**config.mk**
```make
export PLATFORM = sky130hd
export DESIGN_NAME = fetch_sequencer
export DESIGN_NICKNAME = d
export VERILOG_FILES = /design/src/rtl/fetch_sequencer.sv
export SDC_FILE = /design/constraint.sdc
export NUM_CORES = 1
export LEC_CHECK = 0
export ABC_AREA = 1
export BUFFER_PORTS_ARGS = -buffer_cell sky130_fd_sc_hd__buf_2
export CAP_MARGIN = 15
export CORE_MARGIN = 1.5
export CORE_UTILIZATION = 58
export DETAILED_ROUTE_END_ITERATION = 10
export GPL_TIMING_DRIVEN = 0
export MAX_ROUTING_LAYER = met4
export PLACE_DENSITY_LB_ADDON = 0.25
export REMOVE_ABC_BUFFERS = 1
export SLEW_MARGIN = 20
export SYNTH_ARGS = -nofsm -noshare
export SYNTH_HDL_FRONTEND = slang
export SYNTH_SLANG_ARGS = --single-unit
```
**constraint.sdc**
```tcl
create_clock -name clk -period 4.26 [get_ports clk]
set_input_delay 0.852 -clock clk [delete_from_list [all_inputs] [get_ports clk]]
set_output_delay 0.852 -clock clk [all_outputs]
set_load 0.1 [all_outputs]
```
**src/rtl/fetch_sequencer.sv**
```systemverilog
// rtl/fetch_sequencer.sv - multi-cycle fetch/execute sequencer owning the PC for the 9-bit core
module fetch_sequencer #(
    parameter int PC_WIDTH    = 10,
    parameter int INSTR_WIDTH = 9,
    parameter int CNT_WIDTH   = 16
) (
    input  logic                   clk,
    input  logic                   rst_n,
    input  logic                   start,
    input  logic [PC_WIDTH-1:0]    start_addr,
    output logic                   imem_req,
    output logic [PC_WIDTH-1:0]    imem_addr,
    input  logic                   imem_valid,
    input  logic [INSTR_WIDTH-1:0] imem_data,
    output logic [INSTR_WIDTH-1:0] instr,
    input  logic                   jump,
    input  logic [7:0]             imm,
    input  logic                   branch_taken,
    input  logic                   mem_read,
    input  logic                   mem_write,
    input  logic                   dmem_ready,
    input  logic                   done,
    output logic                   commit,
    output logic                   halted,
    output logic [PC_WIDTH-1:0]    pc,
    output logic [CNT_WIDTH-1:0]   cycle_count,
    output logic [CNT_WIDTH-1:0]   instr_count
);

    localparam logic [2:0] S_IDLE     = 3'd0;
    localparam logic [2:0] S_FETCH    = 3'd1;
    localparam logic [2:0] S_EXEC     = 3'd2;
    localparam logic [2:0] S_MEM_WAIT = 3'd3;
    localparam logic [2:0] S_HALT     = 3'd4;

    localparam logic [PC_WIDTH-1:0]  PC_ONE  = PC_WIDTH'(1);
    localparam logic [PC_WIDTH-1:0]  PC_TWO  = PC_WIDTH'(2);
    localparam logic [CNT_WIDTH-1:0] CNT_ONE = CNT_WIDTH'(1);
    localparam logic [CNT_WIDTH-1:0] CNT_MAX = '1;

    logic [2:0]          state;
    logic [2:0]          state_next;
    logic [PC_WIDTH-1:0] pc_next;
    logic [PC_WIDTH-1:0] imm_ext;
    logic signed [7:0]   imm_signed;
    logic                load_instr;
    logic                clear_counts;
    logic                active;

    // Signed size cast sign-extends the jump offset; the add then wraps modulo 2^PC_WIDTH.
    assign imm_signed = imm;
    assign imm_ext    = PC_WIDTH'(imm_signed);

    assign imem_req  = (state == S_FETCH);
    assign imem_addr = pc;
    assign halted    = (state == S_HALT);
    assign active    = (state == S_FETCH) || (state == S_EXEC) || (state == S_MEM_WAIT);

    always_comb begin
        state_next   = state;
        pc_next      = pc;
        commit       = 1'b0;
        load_instr   = 1'b0;
        clear_counts = 1'b0;
        case (state)
            S_IDLE, S_HALT: begin
                if (start) begin
                    state_next   = S_FETCH;
                    pc_next      = start_addr;
                    clear_counts = 1'b1;
                end
            end
            S_FETCH: begin
                if (imem_valid) begin
                    load_instr = 1'b1;
                    state_next = S_EXEC;
                end
            end
            S_EXEC: begin
                if (done) begin
                    commit     = 1'b1;
                    state_next = S_HALT;
                end else if ((mem_read || mem_write) && !dmem_ready) begin
                    state_next = S_MEM_WAIT;
                end else begin
                    commit     = 1'b1;
                    state_next = S_FETCH;
                    if (jump)
                        pc_next = pc + imm_ext;
                    else if (branch_taken)
                        pc_next = pc + PC_TWO;
                    else
                        pc_next = pc + PC_ONE;
                end
            end
            S_MEM_WAIT: begin
                // Only loads/stores reach here, so control flow is always sequential.
                if (dmem_ready) begin
                    commit     = 1'b1;
                    pc_next    = pc + PC_ONE;
                    state_next = S_FETCH;
                end
            end
            default: state_next = S_IDLE;
        endcase
    end

    always_ff @(posedge clk or negedge rst_n) begin
        if (!rst_n) begin
            state <= S_IDLE;
            pc    <= '0;
            instr <= '0;
        end else begin
            state <= state_next;
            pc    <= pc_next;
            if (load_instr)
                instr <= imem_data;
        end
    end

    always_ff @(posedge clk or negedge rst_n) begin
        if (!rst_n) begin
            cycle_count <= '0;
            instr_count <= '0;
        end else if (clear_counts) begin
            cycle_count <= '0;
            instr_count <= '0;
        end else begin
            if (active && (cycle_count != CNT_MAX))
                cycle_count <= cycle_count + CNT_ONE;
            if (commit && (instr_count != CNT_MAX))
                instr_count <= instr_count + CNT_ONE;
        end
    end

endmodule
```
==> flow_metrics.tcl <==
set metrics [dict create \
    cts_setup_buffers 0 \
    synth_area_leaders "dfrtp_1, nand2_1, nand3_1" \
    post-route-min-period_ps 2900 \
    worst_r2r_startpoint "state[1]" \
    hold_violations 0 \
    n_antenna_cell 0 \
    pin_count 101 \
    r2r_cells 6 \
    nets 706 \
    dr.pass1.iters 5 \
    arrival_ps 2050 \
    status "finished clean" \
    antenna_found_initial 0 \
    synthTopCellsByCount "nand2_1, inv_1, nand3_1" \
    synthXorXnorAreaFrac_pct 4.33 \
    cts_tree "built" \
    netlist.area_leader.share_pct 33.4 \
    synth.cell_area_mm2 0.00404 \
    ys_seq_area_share_pct 33.4 \
    cts-root-buf "clkbuf_8" \
    vias 4154 \
    portBuffers 100 \
    yosys_register_bits 54 \
    cts_buffers 5 \
    rsz0062_at_grt "false" \
    critPathBufInv 3 \
    fin_crit_sh_pct 68.2 \
    critPathRequiredTime_ps 3410 \
    dieArea_mm2 0.00748 \
    finalMaxSlewViolations 0 \
    start_util_pct 59.8 \
    synthSimpleGateAreaFrac_pct 32.5 \
    synthesis.instances 568 \
    hold_class "reg2reg" \
    grt_pass1_vias 3865 \
    cp_max_fo 9 \
    maxCapViolCount 0 \
    ys_warn_count 0 \
    crit_cells 6 \
    hold_depth 1 \
    setup.worst_path.start "state[2]" \
    layout-drive-gt1-share_pct 21.5 \
    yosys.area_share.adder_pct 4.52 \
    r2r-end "cycle_count[12]" \
    globalplace.congestion 0.968 \
    r2r_setup_slack_ps 2020 \
    cts.path.max_buffers 2 \
    vias_per_cell 5.64 \
    crit_slowest_cell "buf_2" \
    num-fill-cells 594 \
    cp-start-kind "flip-flop" \
    slowest_delay_ps 490 \
    yosysMostFrequentCell "nand2_1" \
    setup_viol 0 \
    ys_types 44 \
    synth-compound-area-share_pct 12.7 \
    drcViolationCount 0 \
    synth_area_leader_cell "dfrtp_1" \
    cp_cell_sequence "inv_1 -> nand3_2 -> inv_2 -> nand2_1 -> o21ai_2 -> buf_2" \
    grt_pass1_wl_um 17700 \
    critPathCaptureType "primary output" \
    synth.avg_cell_area_um2 7.12 \
    fin_skew_ps 7.66 \
    overflow 0 \
    dieWidth_um 86.5 \
    routed_wl_um 10500 \
    drtIter0Drc 393 \
    synth_edf_count 0 \
    grt_max_degree 55 \
    cts_htree_levels 2 \
    async_flop_share_pct 100 \
    ant_nets 0 \
    syn_to_final_growth_pct 13.9 \
    die_y_um 86.5 \
    muxShareOfSynthArea_pct 2.51 \
    synth_flop_cell "dfrtp_1" \
    hold_buffers 0 \
    rows 30 \
    synth_top_family_by_area "simple AND/OR/NAND/NOR gates" \
    grt_usage_pct 30.2 \
    wl_per_cell_um 14.3 \
    clkSinkCount 54 \
    hpwl_um 7830 \
    clkSlewWorstSetupHoldPaths_ps 90 \
    tightest_slew_ps 810 \
    clock_latency_ps 310 \
    fmax_mhz 344 \
    core_mm2 0.00676 \
    crit_family "buffers and inverters" \
    crit_type "reg2out" \
    crit_path_end "commit" \
    relSlewSlack_pct 45.9 \
    cts-resized-gates 0 \
    finalSetupTns_ps 0 \
]
==> worst reg2reg max path, stage by stage (launching register included) <==
cell     delay (ps)
dfrtp_1         450
nor2_1          100
nand2_1         610
inv_1           450
nor2_4          360
inv_2           100
o21ai_1         120
==> cells by family (layout without fill, tap and decap cells) <==
kind of cell             after synthesis  after routing
AO/OA/AOI/OAI                         86             86
XOR/XNOR                              20             20
adder cells (fa/ha/maj)               14             14
buffers and inverters                 91            179
flip-flops                            54             54
multiplexers                           9              9
AND/OR/NAND/NOR                      294            294
==> placed cells by master (no fill, tap or decap), types with 6 or more instances in the layout <==
cell type and count:
inv_1 64, nand4_1 14, ha_1 13, xnor2_1 6, nand2_1 137, clkbuf_8 6, o31ai_1 13, o21ai_0 28
mux2_2 9, xor2_1 14, nor2_1 53, dfrtp_1 54, inv_2 6, a21oi_1 25, nor3_1 10, buf_2 99
nand3_1 64
==> worst min path at each step <==
| stage | start | to | slack (ps) |
|---|---|---|---|
| floorplan | rst_n | cycle_count[0] | 560 |
| global placement | instr[6] | instr[6] | 480 |
| detailed placement | instr[1] | instr[1] | 490 |
| CTS | instr[4] | instr[4] | 510 |
| global route | instr[4] | instr[4] | 520 |
| finish | instr[4] | instr[4] | 510 |
==> flip-flops by register name (all words and copies together), names as in the netlist <==
register	flops
cycle_count	16
imem_addr	10
state	3
instr_count	16
instr	9
==> area by class of cell <==
| cell class | count | area [um2] | area share [%] |
|---|---|---|---|
| timing repair buffer | 100 | 503 | 10.9 |
| inverter | 71 | 267 | 5.79 |
| clock buffer | 6 | 82.6 | 1.79 |
| tap | 80 | 100 | 2.17 |
| clock inverter | 2 | 12.5 | 0.272 |
| sequential | 54 | 1350 | 29.4 |
| multi-input combinational | 423 | 2290 | 49.7 |
==> per-stage QoR <==
step | instance area, um2 | util [%] | cells | setup slack, ps | hold slack [ps]
final | 4600 | 68.1 | 736 | 1360 | 507
after detailed placement | 4510 | 66.7 | 728 | 1470 | 488
after CTS | 4600 | 68.1 | 736 | 1360 | 512
after global routing | 4600 | 68.1 | 736 | 1250 | 522
after global placement | 4510 | 66.7 | 728 | 1480 | 485
after floorplan | 3910 | - | 548 | 566 | 556
==> metal layers <==
metal | routed length, um | track usage (%) | part of all wire, %
met3 | 753 | 3.62 | 7.1
met5 | 0 | - | 0
met2 | 4800 | 46.8 | 46
met1 | 4870 | 43.1 | 46
met4 | 105 | 6.16 | 1.0
Power is left out: the tool's default activity adds up to more than one toggle a clock period on the data nets, which glitch-free logic cannot reach.
